<file path="src/rtl/unified_mem_arbiter_pkg.sv">
// Shared encodings for the unified memory arbiter: access widths, FSM state, owner.
package unified_mem_arbiter_pkg;

  localparam logic [1:0] WIDTH_BYTE = 2'b00;
  localparam logic [1:0] WIDTH_HALF = 2'b01;
  localparam logic [1:0] WIDTH_WORD = 2'b10;

  typedef enum logic {
    ST_IDLE   = 1'b0,
    ST_ACCESS = 1'b1
  } state_e;

  typedef enum logic {
    OWN_FETCH = 1'b0,
    OWN_DATA  = 1'b1
  } owner_e;

endpackage

</file>
<file path="src/rtl/unified_mem_arbiter_pick.sv">
// Combinational requester picker: data wins unless the data streak is full.
module mem_arb_pick (
  input  logic if_req,
  input  logic d_req,
  input  logic streak_full,
  output logic pick_if,
  output logic pick_d
);

  assign pick_if = if_req & (~d_req | streak_full);
  assign pick_d  = d_req & ~pick_if;

endmodule

</file>
<file path="src/rtl/unified_mem_arbiter.sv">
// Shares one synchronous memory port between instruction fetch and load/store,
// one transaction outstanding, with a data-streak limiter for fetch progress.
module unified_mem_arbiter
  import unified_mem_arbiter_pkg::*;
#(
  parameter int ADDR_W          = 32,
  parameter int DATA_W          = 32,
  parameter int MEM_LATENCY     = 1,
  parameter int MAX_DATA_STREAK = 4
) (
  input  logic              clk,
  input  logic              rst,
  input  logic              if_req,
  input  logic [ADDR_W-1:0] if_addr,
  output logic              if_gnt,
  output logic              if_rvalid,
  output logic [DATA_W-1:0] if_rdata,
  input  logic              d_req,
  input  logic [ADDR_W-1:0] d_addr,
  input  logic              d_we,
  input  logic [1:0]        d_width,
  input  logic [DATA_W-1:0] d_wdata,
  output logic              d_gnt,
  output logic              d_rvalid,
  output logic [DATA_W-1:0] d_rdata,
  output logic [ADDR_W-1:0] mem_addr,
  output logic              mem_we,
  output logic [1:0]        mem_width,
  output logic [DATA_W-1:0] mem_wdata,
  input  logic [DATA_W-1:0] mem_rdata
);

  localparam int LAST  = (MEM_LATENCY > 1) ? MEM_LATENCY - 1 : 0;
  localparam int LAT_W = (LAST > 0) ? $clog2(LAST + 1) : 1;
  localparam int STK_W = (MAX_DATA_STREAK > 0) ? $clog2(MAX_DATA_STREAK + 1) : 1;
  localparam logic [LAT_W-1:0] LAT_LAST = LAT_W'(LAST);
  localparam logic [STK_W-1:0] STK_MAX  = STK_W'(MAX_DATA_STREAK);

  state_e            state_q, state_d;
  owner_e            owner_q, owner_d;
  logic [LAT_W-1:0]  lat_q, lat_d;
  logic [STK_W-1:0]  streak_q, streak_d;
  logic [ADDR_W-1:0] addr_q, addr_d;
  logic              we_q, we_d;
  logic [1:0]        width_q, width_d;
  logic [DATA_W-1:0] wdata_q, wdata_d;
  logic [DATA_W-1:0] if_rdata_q, if_rdata_d, d_rdata_q, d_rdata_d;
  logic              if_rvalid_q, if_rvalid_d, d_rvalid_q, d_rvalid_d;

  logic pick_if, pick_d, arb_en, in_access, done;

  mem_arb_pick u_pick (
    .if_req      (if_req),
    .d_req       (d_req),
    .streak_full (streak_q == STK_MAX),
    .pick_if     (pick_if),
    .pick_d      (pick_d)
  );

  // Grants are suppressed while reset is held so every output reads 0 then.
  assign arb_en    = (state_q == ST_IDLE) & ~rst;
  assign if_gnt    = arb_en & pick_if;
  assign d_gnt     = arb_en & pick_d;
  assign in_access = (state_q == ST_ACCESS);
  assign done      = in_access & (lat_q == LAT_LAST);

  always_comb begin
    state_d     = state_q;
    owner_d     = owner_q;
    lat_d       = lat_q;
    streak_d    = streak_q;
    addr_d      = addr_q;
    we_d        = we_q;
    width_d     = width_q;
    wdata_d     = wdata_q;
    if_rdata_d  = if_rdata_q;
    d_rdata_d   = d_rdata_q;
    if_rvalid_d = 1'b0;
    d_rvalid_d  = 1'b0;
    case (state_q)
      ST_IDLE: begin
        if (if_gnt) begin
          addr_d   = if_addr;
          we_d     = 1'b0;
          width_d  = WIDTH_WORD;
          wdata_d  = '0;
          owner_d  = OWN_FETCH;
          state_d  = ST_ACCESS;
          lat_d    = '0;
          streak_d = '0;
        end else if (d_gnt) begin
          addr_d   = d_addr;
          we_d     = d_we;
          width_d  = d_width;
          wdata_d  = d_wdata;
          owner_d  = OWN_DATA;
          state_d  = ST_ACCESS;
          lat_d    = '0;
          // Only a waiting fetch makes a data grant count toward the streak.
          if (!if_req)                streak_d = '0;
          else if (streak_q != STK_MAX) streak_d = streak_q + 1'b1;
        end
      end
      ST_ACCESS: begin
        lat_d = lat_q + 1'b1;
        if (done) begin
          state_d = ST_IDLE;
          lat_d   = '0;
          if (owner_q == OWN_DATA) begin
            d_rvalid_d = 1'b1;
            d_rdata_d  = we_q ? '0 : mem_rdata;
          end else begin
            if_rvalid_d = 1'b1;
            if_rdata_d  = mem_rdata;
          end
        end
      end
      default: state_d = ST_IDLE;
    endcase
  end

  always_ff @(posedge clk) begin
    if (rst) begin
      state_q     <= ST_IDLE;
      owner_q     <= OWN_FETCH;
      lat_q       <= '0;
      streak_q    <= '0;
      addr_q      <= '0;
      we_q        <= 1'b0;
      width_q     <= '0;
      wdata_q     <= '0;
      if_rdata_q  <= '0;
      d_rdata_q   <= '0;
      if_rvalid_q <= 1'b0;
      d_rvalid_q  <= 1'b0;
    end else begin
      state_q     <= state_d;
      owner_q     <= owner_d;
      lat_q       <= lat_d;
      streak_q    <= streak_d;
      addr_q      <= addr_d;
      we_q        <= we_d;
      width_q     <= width_d;
      wdata_q     <= wdata_d;
      if_rdata_q  <= if_rdata_d;
      d_rdata_q   <= d_rdata_d;
      if_rvalid_q <= if_rvalid_d;
      d_rvalid_q  <= d_rvalid_d;
    end
  end

  // Memory side shows the latched request only while a transaction is in flight.
  assign mem_addr  = in_access ? addr_q  : '0;
  assign mem_width = in_access ? width_q : '0;
  assign mem_wdata = in_access ? wdata_q : '0;
  assign mem_we    = in_access & (lat_q == '0) & we_q;

  assign if_rvalid = if_rvalid_q;
  assign if_rdata  = if_rdata_q;
  assign d_rvalid  = d_rvalid_q;
  assign d_rdata   = d_rdata_q;

endmodule

</file>
<file path="config.mk">
export PLATFORM = sky130hd
export DESIGN_NAME = unified_mem_arbiter
export DESIGN_NICKNAME = d
export VERILOG_FILES = /design/src/rtl/unified_mem_arbiter_pkg.sv /design/src/rtl/unified_mem_arbiter_pick.sv /design/src/rtl/unified_mem_arbiter.sv
export SDC_FILE = /design/constraint.sdc
export NUM_CORES = 1
export LEC_CHECK = 0
export CORE_MARGIN = 1
export CORE_UTILIZATION = 37
export DETAILED_ROUTE_END_ITERATION = 6
export PLACE_DENSITY = 0.75
export SETUP_SLACK_MARGIN = 0.15
export SYNTH_ARGS = -nofsm -noshare
export SYNTH_HDL_FRONTEND = slang
export SYNTH_HIERARCHICAL = 1
export SYNTH_SLANG_ARGS = --single-unit
</file>
<file path="constraint.sdc">
create_clock -name clk -period 1.8 [get_ports clk]
set_input_delay 0.27 -clock clk [delete_from_list [all_inputs] [get_ports clk]]
set_output_delay 0.27 -clock clk [all_outputs]
set_load 0.02 [all_outputs]
</file>
==> metrics.csv, run 1 <==
metric,value,unit
Peak Freq,473,MHz
library cells used by synthesis,38,
Slew @ Worst Pin,0.458,ns
"Req. time, crit path",1.53,ns
final hold vios,0,
die area,15600,um^2
drt wl/cell,19.8,um
final core utilization,73.0,%
fin crit share,117,%
synthesized cell area,5570,um^2
core area,14600,um^2
Max-slew headroom,69.4,%
routability cong.,0.774,
First-pass DRT Iterations,4,
grt ovf,0,
Worst IR Drop VDD,0.697,mV
Hold WS,0.415,ns
final WL,20.9,mm
Post-DP HPWL,11.6,mm
Ports,270,
Initial Utilization,38.2,%
CTS tree,done,
Crit Path Category,flop to output pin,
Worst Hold Class,input pin to flop,
Slew Limit Fails,0,
most frequent cells in the layout,"147 x clkdlybuf4s50_1, 136 x dfxtp_1, 73 x buf_6",
Post-Synthesis Cells,532,
Synth Net Count,669,
layout cells sized above 1,37.6,%
leakage power total,4.85,nW
"Async S/R FF share, synth",0,%
via count,5552,
Max-cap violations,0,
pwr/cell area,741,nW/um^2
Via density,5.27,
"EDFF count, synth",0,
root buffer cell,clkbuf_16,
Post-Place Worst Slack,-0.618,ns
Die H,125,um
port bufs,269,
yosys warns,6,
crit path launch type,flop,
"commonest non-fill, non-tap cell in the layout",clkdlybuf4s50_1,
failing checks,setup timing,
fillers,992,
setup slack after layout,-0.313,ns
post-route minimum period,2.11,ns
Clock Sinks,139,
H-Tree Depth,4,
critical path arrival,1.84,ns
Setup Skew,0.00692,ns
number of global-route vias before repair,5539,
first-pass GRT wire length,29.8,mm
GRT Util Overall,24.4,%
Mean Syn Cell Area,10.5,um^2
total power,0.00789,W
"critical path fanouts, max",3,
Num CTS Buffers,17,
Final setup viols,101,
status,"finished, violations left",
setup TNS,-17.30,ns
Die W,125,um
Yosys reg bits,139,
initial DRC count,282,
largest net degree at the start of global routing,33,
area grow syn2layout,91.1,%
final net count,996,
post-synthesis sequential area ratio,49.9,%
Routed Antenna Nets,0,
RSZ-0062 raised after global routing,true,
Worst-Skew Late Latency,0.42,ns
CTS Hold Buffers Added,0,
"Reg clk slew, reported paths",0.06,ns
FP Rows,44,
initial antenna violation count,1,
DRC viols,0,
Synth Flop Type,dfxtp_1,
CP Capture Type,output pin,
Max clock buf depth,2,
registers in the layout, indices dropped and copies added (netlist names):
| register | cells |
|---|---|
| if_rdata | 32 |
| we_q | 1 |
| streak_q | 3 |
| if_rvalid | 1 |
| width_q | 2 |
| owner_q | 1 |
| d_rvalid | 1 |
| in_access | 1 |
| wdata_q | 32 |
| lat_q | 1 |
| d_rdata | 32 |
| addr_q | 32 |
final timing paths:
path / cells past startpoint / to / slack (ns) / from
min reg2reg: 1 / d_rdata[0] / 0.47 / d_rdata[0]
min: 3 / owner_q / 0.42 / rst
max: 8 / d_gnt / -0.31 / streak_q[0]
max reg2reg: 12 / wdata_q[8] / -0.31 / streak_q[0]
stage by stage:
step,area (um^2),cells
CTS,9950,1034
global route,10700,1054
finish,10700,1054
floorplan,5640,532
detailed placement,8540,968
global placement,8540,968
timing repair:
item,4_1_cts,5_1_grt
setup buffers,22,14
setup endpoints to repair,166,159
cloned,15,5
hold endpoints to repair,0,0
gates resized for setup,433,184
pin swaps,50,32
cells in the mapped netlist (3+ instances only):
library cell | number | area, um^2
dfxtp_1 | 139 | 2780
o221a_2 | 15 | 169
clkbuf_1 | 13 | 48.8
mux2i_1 | 34 | 340
a2bb2oi_1 | 15 | 131
buf_4 | 12 | 90.1
a21oi_1 | 20 | 100
a22o_1 | 66 | 578
and2_1 | 70 | 438
buf_2 | 15 | 75.1
nand3_1 | 3 | 15.0
a211oi_1 | 18 | 135
o22ai_1 | 17 | 106
nand2_1 | 5 | 18.8
buf_6 | 6 | 67.6
inv_1 | 4 | 15.0
nor2_1 | 53 | 199
layer usage:
metal | routed length (um) | global-route usage (%) | vias up
li1 | - | - | 2600
met1 | 8320 | 28.5 | 2675
met2 | 10800 | 43.3 | 224
met3 | 1170 | 5.20 | 53
met4 | 622 | 9.64 | 0
met5 | 0 | 0 | -
worst max-delay path, stage by stage, from the launching register on:
cell and delay [ns]:
dfxtp_2 0.35, inv_2 0.06, ha_4 0.15, and2_4 0.13, buf_4 0.12, a21boi_2 0.19
buf_4 0.17, and2_4 0.13, buf_6 0.11
power by group:
group,internal [W],switching (W)
logic,0.000902,0.000659
clock network,0.00175,0.00126
registers,0.00322,0.0000964
cell type report:
type                       count  area (um^2)  area share, %
multi-input combinational    338         3040           28.5
clock inverter                 9         52.6          0.493
sequential                   139         2790           26.2
inverter                       7         42.5          0.399
tap                          184          230           2.16
antenna                        1         2.50         0.0235
timing repair buffer         356         4050           38.0
clock buffer                  20          447           4.19
cells by family after synthesis:
| family | count (synthesis) | synth area share (%) |
|---|---|---|
| compound gates | 155 | 22.5 |
| simple gates | 146 | 14.5 |
| flops | 139 | 49.9 |
| buf+inv | 56 | 6.51 |
| mux | 34 | 6.11 |
| fa+ha+maj | 2 | 0.449 |
Power figures use the tool's default switching activity.
==> run 2: changes to the inputs <==
Settings changed: CORE_UTILIZATION 37 to 40, DONT_BUFFER_PORTS set to 1, PLACE_DENSITY 0.75 to 0.52.
Clock period 1.8 ns to 2.2 ns, I/O delays scaled along.
==> run 2 against run 1 <==
The run now ends clean. First-iteration DRC count is 41% lower. Final area is 41% lower. Clock power is 14% lower. Critical path type unchanged. Highest routed layer unchanged.
==> metrics.csv, run 2 (same netlist as run 1, synthesis figures left out) <==
metric,value,unit
register area,2790,um^2
Num CTS Buffers,17,
max incr delay on CP,0.42,ns
fin crit share,94.9,%
status,finished clean,
final net count,662,
met2 WL,6.21,mm
hold depth,1,
RSZ-0062 raised after global routing,true,
crit path launch type,flop,
fillers,1263,
final WL,13.4,mm
reg-to-reg endpoint,streak_q[2],
critical path arrival,1.76,ns
core area,13400,um^2
final hold vios,0,
most frequent cells in the layout,"136 x dfxtp_1, 68 x and2_1, 66 x a22o_1",
via count,3943,
Setup Skew,0.00784,ns
Worst IR Drop VDD,0.520,mV
Routed Antenna Nets,0,
"Reg clk slew, reported paths",0.06,ns
first-pass GRT wire length,20.3,mm
grt ovf,0,
met3 wire length,1.19,mm
Slew @ Worst Pin,0.568,ns
M1 WL,5.56,mm
post-route minimum period,2.09,ns
DRC viols,0,
Worst path slowest cell,or3b_4,
crit-path cells,"inv_2, ha_4, and2_4, inv_2, a21boi_4, or3b_4, inv_4",
drt wl/cell,18.7,um
CTS tree,done,
largest net degree at the start of global routing,54,
FP Rows,42,
Worst Hold Path EP,wdata_q[22],
Worst Hold Class,input pin to flop,
GRT Util Overall,18.3,%
routability cong.,0.711,
Most common cell on crit path,inv_2,
root buffer cell,clkbuf_16,
Peak Freq,479,MHz
Via density,5.52,
Initial Utilization,41.6,%
setup slack after layout,0.113,ns
pwr/cell area,921,nW/um^2
reg2reg path depth,7,
R2R setup slack,0.34,ns
area grow syn2layout,12.7,%
Clock Sinks,139,
Hold WS,0.0349,ns
ANT cells,0,
Max-slew headroom,61.9,%
hold_sp,d_wdata[22],
"Req. time, crit path",1.87,ns
"critical path fanouts, max",2,
Final setup viols,0,
Worst-Skew Late Latency,0.42,ns
Max clock buf depth,2,
die area,14400,um^2
setup TNS,0,ns
layout cells sized above 1,16.7,%
Post-Layout Cell Count,714,
"commonest non-fill, non-tap cell in the layout",dfxtp_1,
Die H,120,um
initial DRC count,165,
Slew Limit Fails,0,
Post-Place Worst Slack,0.0694,ns
H-Tree Depth,4,
number of global-route vias before repair,3822,
Top Layer Used,met4,
Post-DP HPWL,9.03,mm
multi-input logic area,2480,um^2
CP Capture Type,output pin,
total power,0.00579,W
Max-cap violations,0,
Ports,270,
Die W,120,um
Crit Path Category,flop to output pin,
initial antenna violation count,0,
leakage power total,2.42,nW
reg-to-reg startpoint,streak_q[1],
port bufs,0,
First-pass DRT Iterations,4,
# placed instances,674,
[run 2: cell types whose count changed in the layout (fill, tap and decap cells not counted), moves of 25 or more]
cell | before | now
clkdlybuf4s50_1 | 147 | 0
dlygate4sd2_1 | 27 | 0
buf_6 | 73 | 2
and2_1 | 9 | 68
dlymetal6s2s_1 | 25 | 0
and2_4 | 61 | 1
[run 2: per-stage QoR]
stage	utilization [%]	area [um^2]
finish	46.9	6280
global route	46.9	6280
CTS	46.6	6240
detailed placement	41.9	5620
global placement	41.9	5620
floorplan	-	5570
[run 2: cell type report]
cell class | count | share of cell area [%]
clock buffer | 20 | 7.11
clock inverter | 12 | 1.47
inverter | 7 | 0.458
multi-input combinational | 337 | 39.4
sequential | 139 | 44.4
tap | 176 | 3.51
timing repair buffer | 23 | 3.66
[run 2: report_power, final]
group          total [W]  leakage, nW  internal (W)  switching (W)
sequential       0.00275         1.13       0.00264       0.000109
clock            0.00258        0.253       0.00148        0.00110
combinational   0.000466         1.03      0.000207       0.000258
[run 2: worst max-delay path by stage]
stage,slack [ns],endpoint,from,cells after the start
2_1_floorplan,0.29,d_gnt,streak_q[0],7
3_3_place_gp,0.16,streak_q[2],streak_q[0],8
3_5_place_dp,0.07,addr_q[8],streak_q[0],8
4_1_cts,0.10,if_gnt,streak_q[0],7
5_1_grt,0.06,if_gnt,streak_q[0],7
6_report,0.11,if_gnt,streak_q[0],7
[run 2: per-layer routing]
| layer | vias up | GRT usage (%) |
|---|---|---|
| li1 | 1912 | - |
| met5 | - | 0 |
| met1 | 1823 | 21.1 |
| met3 | 29 | 6.56 |
| met2 | 179 | 29.2 |
| met4 | 0 | 10.4 |
[run 2: repair_timing]
| item | 4_1_cts | 5_1_grt |
|---|---|---|
| pin swaps | 2 | 1 |
| hold buffers | 1 | 0 |
| resized for setup | 12 | 3 |
| endpoints found under the hold margin | 53 | 0 |
| endpoints found under the setup margin | 18 | 46 |
| setup buffers | 5 | 2 |
[run 2: critical path: cells and delay by family (launching register included)]
kind            cells  cell delay [ns]
flops               1             0.32
buf+inv             3             0.21
fa+ha+maj           1             0.13
simple gates        2             0.57
compound gates      1             0.11
==> run 3: changes to the inputs <==
Settings changed: CORE_AREA set to 2 2 105 107, CORE_MARGIN 1 to not set, CORE_UTILIZATION 40 to not set, DIE_AREA set to 0 0 107 109, PLACE_DENSITY 0.52 to 0.66, TNS_END_PERCENT set to 10.
==> run 3 against run 2 <==
The run now ends with setup timing left. Final area increased by 11%. Non-clock buffer count increased by 71. Hold slack improved by 0.015 ns. Die area decreased by 19%. First-iteration DRC count increased by 68%. Clock skew decreased by 0.00058 ns. Core utilization increased by 19 points. Critical path depth unchanged. Final cell count increased by 4.9%.
==> metrics.csv, run 3 (same netlist as run 1, synthesis figures left out) <==
metric,value,unit
pwr/cell area,870,nW/um^2
DP Area,5590,um^2
number of global-route vias before repair,4139,
reg-to-reg startpoint,streak_q[0],
Routed Antenna Nets,0,
most frequent cells in the layout,"136 x dfxtp_1, 68 x and2_1, 68 x dlygate4sd3_1",
end point of the critical path,if_gnt,
crit path from,streak_q[0],
setup TNS,-0.000164,ns
status,"finished, violations left",
critical path arrival,1.87,ns
R2R setup slack,0.25,ns
via count,4374,
H-Tree Depth,4,
drt wl/cell,19.1,um
setup slack after layout,-0.000164,ns
First-pass DRT Iterations,5,
Initial Utilization,52.6,%
leakage power total,2.74,nW
Clock Sinks,139,
grt ovf,0,
core area,10600,um^2
reg2reg path depth,10,
fin area,6980,um^2
RSZ-0062 raised after global routing,true,
Worst-Skew Late Latency,0.53,ns
"Reg clk slew, reported paths",0.07,ns
post-route minimum period,2.20,ns
Worst Hold Class,input pin to flop,
Post-Place Worst Slack,0.153,ns
FP Rows,38,
Post-DP HPWL,9.04,mm
Most common cell on crit path,inv_2,
Worst path slowest cell,or3b_4,
die area,11700,um^2
Worst IR Drop VDD,0.497,mV
Crit Path Category,flop to output pin,
GRT Util Overall,23.9,%
Slew @ Worst Pin,0.580,ns
Setup Skew,0.00726,ns
reg-to-reg endpoint,streak_q[0],
CP Capture Type,output pin,
final hold vios,0,
Die W,107,um
area grow syn2layout,25.3,%
Die H,109,um
first-pass GRT wire length,21.7,mm
Via density,5.84,
Ports,270,
Max-slew headroom,61.1,%
DRC viols,0,
final net count,733,
Final setup viols,1,
Max clock buf depth,2,
crit path launch type,flop,
Slew Limit Fails,0,
largest net degree at the start of global routing,55,
Max-cap violations,0,
port bufs,0,
CTS tree,done,
total power,0.00608,W
"commonest non-fill, non-tap cell in the layout",dfxtp_1,
initial DRC count,278,
initial antenna violation count,0,
ANT cells,0,
fin crit share,100,%
"Req. time, crit path",1.87,ns
layout cells sized above 1,15.8,%
max incr delay on CP,0.42,ns
Num CTS Buffers,17,
root buffer cell,clkbuf_8,
Peak Freq,455,MHz
crit-path cells,"inv_2, ha_4, and2_4, inv_2, a21boi_4, or3b_4, inv_4",
final WL,14.3,mm
routability cong.,0.786,
"critical path fanouts, max",2,
failing checks,setup timing,
run 3: changes by cell type in the layout (fill, tap and decap cells not counted), sizes merged:
| cell | previous run | this run |
|---|---|---|
| buf | 23 | 26 |
| bufinv | 0 | 1 |
| clkbuf | 20 | 17 |
| clkinv | 7 | 5 |
| clkinvlp | 4 | 3 |
| dlygate4sd3 | 0 | 68 |
| inv | 8 | 13 |
run 3: worst min-delay path by stage:
stage               start         end  slack [ns]  depth (start not counted)
6_report       d_addr[14]  addr_q[14]        0.05                          2
5_1_grt        d_addr[24]  addr_q[24]        0.05                          2
4_1_cts        d_addr[22]  addr_q[22]        0.03                          2
3_5_place_dp          rst   in_access        0.40                          1
3_3_place_gp          rst   in_access        0.40                          1
2_1_floorplan  wdata_q[0]  wdata_q[0]        0.44                          1
run 3: timing repair:
action                                  in CTS  in global routing
endpoints found under the setup margin      48                 56
hold endpoints to repair                   122                  0
resized for setup                           16                  6
hold buffers                                69                  0
gates cloned                                 0                  0
buffers inserted                             7                  1
pin swaps                                    3                  1
run 3: layer usage:
| metal | GRT usage (%) | vias up | part of all wire, % |
|---|---|---|---|
| met5 | 0 | - | 0 |
| met4 | 10.3 | 0 | 2.1 |
| met3 | 8.07 | 32 | 8.1 |
| met2 | 39.1 | 212 | 49 |
| met1 | 28.6 | 2075 | 41 |
| li1 | - | 2055 | - |
run 3: worst max-delay path: cells and delay by family (launching register included):
family	cells	cell delay (ns)
AND/OR/NAND/NOR	2	0.56
buffers and inverters	3	0.20
AO/OA/AOI/OAI	1	0.12
flip-flops	1	0.33
adder cells (fa/ha/maj)	1	0.13
run 3: layout make-up:
class                      count  area (um^2)
clock buffer                  17          414
clock inverter                15          155
fill                         812         3620
inverter                       7         31.3
multi-input combinational    337         2490
sequential                   139         2790
tap                          140          175
timing repair buffer          94          928
run 3: per-stage QoR:
stage	hold WS, ns	cells	util [%]
floorplan	0.440	532	-
global placement	0.398	640	52.7
detailed placement	0.401	640	52.7
CTS	0.0320	748	65.6
global route	0.0541	749	65.8
finish	0.0495	749	65.8
run 3: power breakdown:
part | switching (W) | total (W) | internal, W
registers | 0.000117 | 0.00275 | 0.00263
logic | 0.000292 | 0.000584 | 0.000292
clock network | 0.00120 | 0.00274 | 0.00154
